$ cat config.mk
export PLATFORM = sky130hd
export DESIGN_NAME = cve2_rvfi_trace_buffer
export DESIGN_NICKNAME = d
export VERILOG_FILES = /design/src/rtl/cve2_rvfi_trace_buffer_pkg.sv /design/src/rtl/cve2_trace_ring.sv /design/src/rtl/cve2_rvfi_trace_buffer.sv
export SDC_FILE = /design/constraint.sdc
export NUM_CORES = 1
export LEC_CHECK = 0
export CAP_MARGIN = 20
export CORE_MARGIN = 8
export CORE_UTILIZATION = 35
export DETAILED_ROUTE_END_ITERATION = 10
export PLACE_DENSITY_LB_ADDON = 0.2
export SLEW_MARGIN = 20
export SYNTH_ARGS = -nofsm -noshare
export SYNTH_HDL_FRONTEND = slang
export SYNTH_SLANG_ARGS = --single-unit
export TNS_END_PERCENT = 20
$ cat constraint.sdc
create_clock -name clk_i -period 5.71 [get_ports clk_i]
set_clock_uncertainty 0.1 [all_clocks]
set_input_delay 1.142 -clock clk_i [delete_from_list [all_inputs] [get_ports clk_i]]
set_output_delay 1.142 -clock clk_i [all_outputs]
set_load 0.03 [all_outputs]
$ cat src/rtl/cve2_rvfi_trace_buffer_pkg.sv
// Shared types for the RVFI retirement trace buffer.
package cve2_rvfi_trace_buffer_pkg;

  // One captured retirement; order is truncated to its low 16 bits.
  typedef struct packed {
    logic [15:0] order;
    logic [31:0] pc;
    logic [31:0] insn;
    logic [4:0]  rd_addr;
    logic [31:0] rd_wdata;
    logic        trap;
    logic        intr;
    logic        trig;
  } trace_entry_t;

  typedef enum logic [1:0] {
    TB_IDLE   = 2'd0,
    TB_ARMED  = 2'd1,
    TB_POST   = 2'd2,
    TB_FROZEN = 2'd3
  } trace_buf_state_e;

endpackage

$ cat src/rtl/cve2_trace_ring.sv
// Circular flop-array store: push overwrites the oldest entry when full,
// pop removes the oldest, clr empties it. Head is read combinationally.
module cve2_trace_ring
  import cve2_rvfi_trace_buffer_pkg::*;
#(
  parameter int unsigned Depth = 16
) (
  input  logic                     clk_i,
  input  logic                     rst_ni,
  input  logic                     clr,
  input  logic                     push,
  input  trace_entry_t             push_data,
  input  logic                     pop,
  output trace_entry_t             head,
  output logic [$clog2(Depth):0]   level
);

  localparam int unsigned PtrW = $clog2(Depth);
  localparam int unsigned LvlW = PtrW + 1;
  localparam logic [LvlW-1:0] Full = LvlW'(Depth);

  trace_entry_t    mem [Depth];
  logic [PtrW-1:0] wptr;
  logic [PtrW-1:0] rptr;
  logic            full;

  assign full = (level == Full);
  assign head = mem[rptr];

  // Storage array; contents need no reset because the level qualifies them.
  always_ff @(posedge clk_i) begin
    if (push && !clr) begin
      mem[wptr] <= push_data;
    end
  end

  // Pointers and occupancy; a push into a full ring drags the read pointer along.
  always_ff @(posedge clk_i or negedge rst_ni) begin
    if (!rst_ni) begin
      wptr  <= '0;
      rptr  <= '0;
      level <= '0;
    end else if (clr) begin
      wptr  <= '0;
      rptr  <= '0;
      level <= '0;
    end else begin
      if (push) begin
        wptr <= wptr + 1'b1;
      end
      if (pop || (push && full)) begin
        rptr <= rptr + 1'b1;
      end
      if (push && !pop && !full) begin
        level <= level + 1'b1;
      end else if (pop && !push) begin
        level <= level - 1'b1;
      end
    end
  end

endmodule

$ cat src/rtl/cve2_rvfi_trace_buffer.sv
// Post-mortem RVFI capture: records retirements while armed, keeps a fixed
// number after a trigger, then freezes and drains oldest-first.
module cve2_rvfi_trace_buffer
  import cve2_rvfi_trace_buffer_pkg::*;
#(
  parameter int unsigned Depth         = 16,
  parameter int unsigned PostTrigCount = 8
) (
  input  logic                     clk_i,
  input  logic                     rst_ni,
  input  logic                     rvfi_valid,
  input  logic [63:0]              rvfi_order,
  input  logic [31:0]              rvfi_insn,
  input  logic [31:0]              rvfi_pc_rdata,
  input  logic                     rvfi_trap,
  input  logic                     rvfi_intr,
  input  logic [4:0]               rvfi_rd_addr,
  input  logic [31:0]              rvfi_rd_wdata,
  input  logic                     arm_i,
  input  logic                     trig_i,
  input  logic                     trig_on_trap_i,
  output logic                     rd_valid_o,
  input  logic                     rd_ready_i,
  output trace_entry_t             rd_entry_o,
  output logic [1:0]               state_o,
  output logic [$clog2(Depth):0]   level_o,
  output logic [15:0]              dropped_o
);

  localparam int unsigned CntW = $clog2(Depth) + 1;
  localparam logic [CntW-1:0] PostCnt = CntW'(PostTrigCount);

  trace_buf_state_e state;
  logic [CntW-1:0]  post_cnt;
  logic [CntW-1:0]  post_inc;
  logic             trigger;
  logic             push;
  logic             pop;
  logic             capturing;
  trace_entry_t     push_data;
  trace_entry_t     head;
  logic             unused_order;

  assign unused_order = ^rvfi_order[63:16];

  // Event decode; arm_i masks every other event in its cycle.
  always_comb begin
    capturing  = (state == TB_ARMED) || (state == TB_POST);
    trigger    = trig_i || (trig_on_trap_i && rvfi_valid && rvfi_trap);
    rd_valid_o = (state == TB_FROZEN) && (level_o != '0);
    push       = !arm_i && rvfi_valid && capturing;
    pop        = !arm_i && rd_valid_o && rd_ready_i;
    post_inc   = post_cnt + 1'b1;
    rd_entry_o = rd_valid_o ? head : '0;
    push_data  = '{
      order:    rvfi_order[15:0],
      pc:       rvfi_pc_rdata,
      insn:     rvfi_insn,
      rd_addr:  rvfi_rd_addr,
      rd_wdata: rvfi_rd_wdata,
      trap:     rvfi_trap,
      intr:     rvfi_intr,
      trig:     (state == TB_ARMED) && trigger
    };
  end

  cve2_trace_ring #(
    .Depth (Depth)
  ) u_ring (
    .clk_i     (clk_i),
    .rst_ni    (rst_ni),
    .clr       (arm_i),
    .push      (push),
    .push_data (push_data),
    .pop       (pop),
    .head      (head),
    .level     (level_o)
  );

  assign state_o = state;

  // Capture controller: state, post-trigger count and saturating drop counter.
  always_ff @(posedge clk_i or negedge rst_ni) begin
    if (!rst_ni) begin
      state     <= TB_IDLE;
      post_cnt  <= '0;
      dropped_o <= '0;
    end else if (arm_i) begin
      state     <= TB_ARMED;
      post_cnt  <= '0;
      dropped_o <= '0;
    end else begin
      case (state)
        TB_ARMED: begin
          if (trigger) begin
            post_cnt <= '0;
            state    <= (PostTrigCount == 0) ? TB_FROZEN : TB_POST;
          end
        end
        TB_POST: begin
          if (rvfi_valid) begin
            post_cnt <= post_inc;
            if (post_inc == PostCnt) begin
              state <= TB_FROZEN;
            end
          end
        end
        default: begin
          if (rvfi_valid && (dropped_o != 16'hFFFF)) begin
            dropped_o <= dropped_o + 16'd1;
          end
        end
      endcase
    end
  end

endmodule

==> qor.txt <==
========================================================================================
Destination of the worst register-to-register timing path                   u_ring.mem[3][88]
Antenna violations before repair                                                      36
Post-synth EDFFs                                                                   1,920
Logic pwr share                                                                    0.113
Number of search-and-repair iterations in the first detailed-routing pass              7
Clock sinks                                                                        1,956
Fraction of power consumed by sequential logic                                     0.501
Die Wd                                                                            476 µm
Non-filler cells in the finished layout                                            6,605
Synthesis-to-finish area growth                                                    18.0%
Number of register bits inferred by synthesis                                      1,956
Core area                                                                    211,000 µm²
IR drop worst, VDD                                                              0.295 mV
Critical R2R Launch                                                           state_o[0]
# placed instances                                                                 6,238
Total leakage power                                                              26.4 nW
Outcome                                                                     finished, final reports clean
Via-per-instance ratio                                                              5.32
TritonCTS Buffers                                                                    204
Clock tree from TritonCTS                                                           done
Fin Hold WS                                                                     0.341 ns
Distinct cell type count of the synthesized netlist                                   47
P per Cell Area                                                               368 nW/µm²
Die area                                                                     227,000 µm²
Critical path start-end classification                                      register to output port
Count of boundary I/O pins                                                           318
Slew at the pin closest to its max-slew limit                                    1.14 ns
1st-iter DRT viols                                                                 3,131
Buffer type at the clock tree root                                          sky130_fd_sc_hd__clkbuf_16
Row count                                                                            169
CP Data Required Time                                                            4.47 ns
Endpoint class of the critical path                                          output port
Period Utilization, post-route                                                     0.958
Hold buffer count at cts                                                               0
Vertical die dimension                                                            476 µm
Most frequent cells in the layout                                           sky130_fd_sc_hd__edfxtp_1 (1,920), sky130_fd_sc_hd__mux4_2 (480), sky130_fd_sc_hd__clkdlybuf4s50_1 (268)
Largest fanout on the critical path                                                   19
Slew Limit Headroom                                                                0.235
Via count of the routed design                                                    35,100
Clock insertion delay at the later pin of the skew report                        0.83 ns
PortBufs                                                                             269
Total of cells resized after clock tree synthesis                                      0
Endpoints failing hold                                                                 0
Setup Viol. Count Final                                                                0
Category of the worst setup path launch point                                   register
Via count of the first global-routing pass                                        37,200
# nets final                                                                       3,812
Setup slack of the most critical reg-to-reg path                                 2.16 ns
Share of cells above drive strength 1                                              0.241
Min Clock Period, post-route                                                     5.47 ns
DPL Wire Length                                                                  99.5 mm
Combined area of all synthesized cells                                        74,100 µm²
Most used DFF post-synth                                                    sky130_fd_sc_hd__edfxtp_1
Critical path arrival                                                            4.23 ns
Number of nets produced by synthesis                                               3,381
Switching power share of the total                                                 0.234
Most common library cell in the layout ignoring fill and taps               sky130_fd_sc_hd__edfxtp_1
Number of filler instances in the final layout                                    18,400
Setup repair after global routing missed its margin                                false
Number of maximum-capacitance constraint violations                                    0
Remaining design rule violation count                                                  0
GR Overflow Total                                                                      0
Core utilization of the finished layout                                            0.414
Number of instances in the synthesized netlist                                     3,192
Sum of routed wire length over all layers                                         188 mm
Final-report max-slew violation count                                                  0
Syn avg cell area                                                               23.2 µm²
Number of nets with antenna violations after detailed routing                          0
Avg WL per Cell                                                                  28.5 µm
Setup fix buffers added after clock tree synthesis                                     0
Routability-driven placement congestion ratio                                      0.701
Hold/Removal Path Class                                                     primary input to asynchronous set/reset pin
Power dissipated by switching net loads                                          7.53 mW
Number of levels the H-tree was split into                                             4
Cell internal pwr                                                                24.7 mW
Proportion of synthesized chip area in sequential cells                            0.790
Aggregate negative setup slack                                                      0 ns
Total power draw                                                                 32.2 mW
Async SR Flop Fraction                                                            0.0184
All-layer global routing usage                                                     0.162
Effective utilization at floorplan                                                 0.351
First-pass GRT wire length                                                        271 mm
Clock-pin slew on the worst setup and hold paths                                 0.06 ns
Total of warnings raised by yosys                                                      0
Maximum buffer depth of the clock tree                                                 3
Largest net degree at the start of global routing                                     69
Part of the total power dissipated in the clock network                            0.386
Maximum clock frequency                                                          183 MHz
Number of cell instances on the worst register-to-register path                        6
========================================================================================
-- final cells by class --
cell class,count,area [µm²],area share
timing repair buffer,404,4510,0.0516
clock inverter,98,793,0.00907
multi-input combinational,1051,14700,0.168
inverter,6,22.5,0.000257
tap,2821,3530,0.0403
clock buffer,257,5370,0.0613
sequential,1956,58600,0.669
antenna,12,30.0,0.000343
-- how the worst max path moves through the flow --
stage,to,slack (ns),depth (start not counted),from
4_1_cts,rd_entry_o[8],0.14,5,u_ring.rptr[2]
5_1_grt,rd_entry_o[14],0.10,6,u_ring.rptr[2]
3_3_place_gp,rd_entry_o[8],1.11,5,u_ring.rptr[2]
2_1_floorplan,u_ring.mem[10][0],0.29,4,arm_i
6_report,rd_entry_o[90],0.24,5,u_ring.rptr[2]
3_5_place_dp,rd_entry_o[8],1.09,5,u_ring.rptr[2]
-- cell families after synthesis --
group / synth area share
fa+ha+maj: 0.00263
simple gates: 0.00932
xor+xnor: 0.00236
mux: 0.147
flops: 0.790
buf+inv: 0.0130
compound gates: 0.0353
-- cell usage after synthesis, types with 5 or more instances --
cell | number | area, µm²
sky130_fd_sc_hd__xor2_1 | 10 | 87.6
sky130_fd_sc_hd__nand4_1 | 7 | 43.8
sky130_fd_sc_hd__nor2b_1 | 6 | 37.5
sky130_fd_sc_hd__and2_1 | 19 | 119
sky130_fd_sc_hd__edfxtp_1 | 1920 | 57700
sky130_fd_sc_hd__nand2_1 | 24 | 90.1
sky130_fd_sc_hd__o21ai_0 | 9 | 45.0
sky130_fd_sc_hd__xnor2_1 | 10 | 87.6
sky130_fd_sc_hd__nor2_1 | 35 | 131
sky130_fd_sc_hd__nand3_1 | 15 | 75.1
sky130_fd_sc_hd__buf_4 | 22 | 165
sky130_fd_sc_hd__mux4_2 | 480 | 10800
sky130_fd_sc_hd__ha_1 | 14 | 175
sky130_fd_sc_hd__a21oi_1 | 134 | 671
sky130_fd_sc_hd__buf_1 | 23 | 86.3
sky130_fd_sc_hd__buf_6 | 18 | 203
sky130_fd_sc_hd__clkbuf_1 | 72 | 270
sky130_fd_sc_hd__buf_2 | 44 | 220
sky130_fd_sc_hd__dfrtp_1 | 36 | 901
sky130_fd_sc_hd__inv_1 | 5 | 18.8
sky130_fd_sc_hd__a22oi_1 | 242 | 1820
-- worst max-delay path, stage by stage, from the launching register on --
cell and delay (ns):
sky130_fd_sc_hd__dfrtp_1 0.53, sky130_fd_sc_hd__nor2b_4 0.99, sky130_fd_sc_hd__buf_4 0.52, sky130_fd_sc_hd__a22oi_1 0.12
sky130_fd_sc_hd__a21oi_1 0.43, sky130_fd_sc_hd__clkdlybuf4s50_1 0.77
-- metal layers --
metal  share of wire  vias up  global-route usage  routed length, µm
li1                -    14600                   -                  -
met1            0.44    19300               0.228              83300
met2            0.48      963               0.255              89500
met3           0.062      239              0.0374              11600
met4           0.019       26              0.0411               3520
met5         0.00090        -                   0                169
-- state kept, by name, indices dropped and copies added (netlist names) --
| register | flops |
|---|---|
| u_ring.mem | 1920 |
| u_ring.wptr | 4 |
| u_ring.rptr | 4 |
| dropped_o | 16 |
| post_cnt | 5 |
| u_ring.level | 5 |
| state_o | 2 |
-- per-stage QoR --
step | cell area, µm² | worst slack, ns
finish | 87500 | 0.238
global route | 87500 | 0.100
CTS | 87500 | 0.137
detailed placement | 81300 | 1.09
global placement | 81300 | 1.11
floorplan | 74100 | 0.292
-- power by group through the flow --
| stage | clock network (mW) | registers, mW | logic [mW] |
|---|---|---|---|
| after floorplan | 0 | 16.4 | 2.32 |
| after CTS | 12.8 | 16.1 | 3.73 |
| after detailed placement | 0 | 16.4 | 3.72 |
| after global routing | 13.3 | 16.1 | 3.91 |
| final | 12.4 | 16.1 | 3.63 |
| after global placement | 0 | 16.4 | 3.71 |
Power figures use the tool's default switching activity.
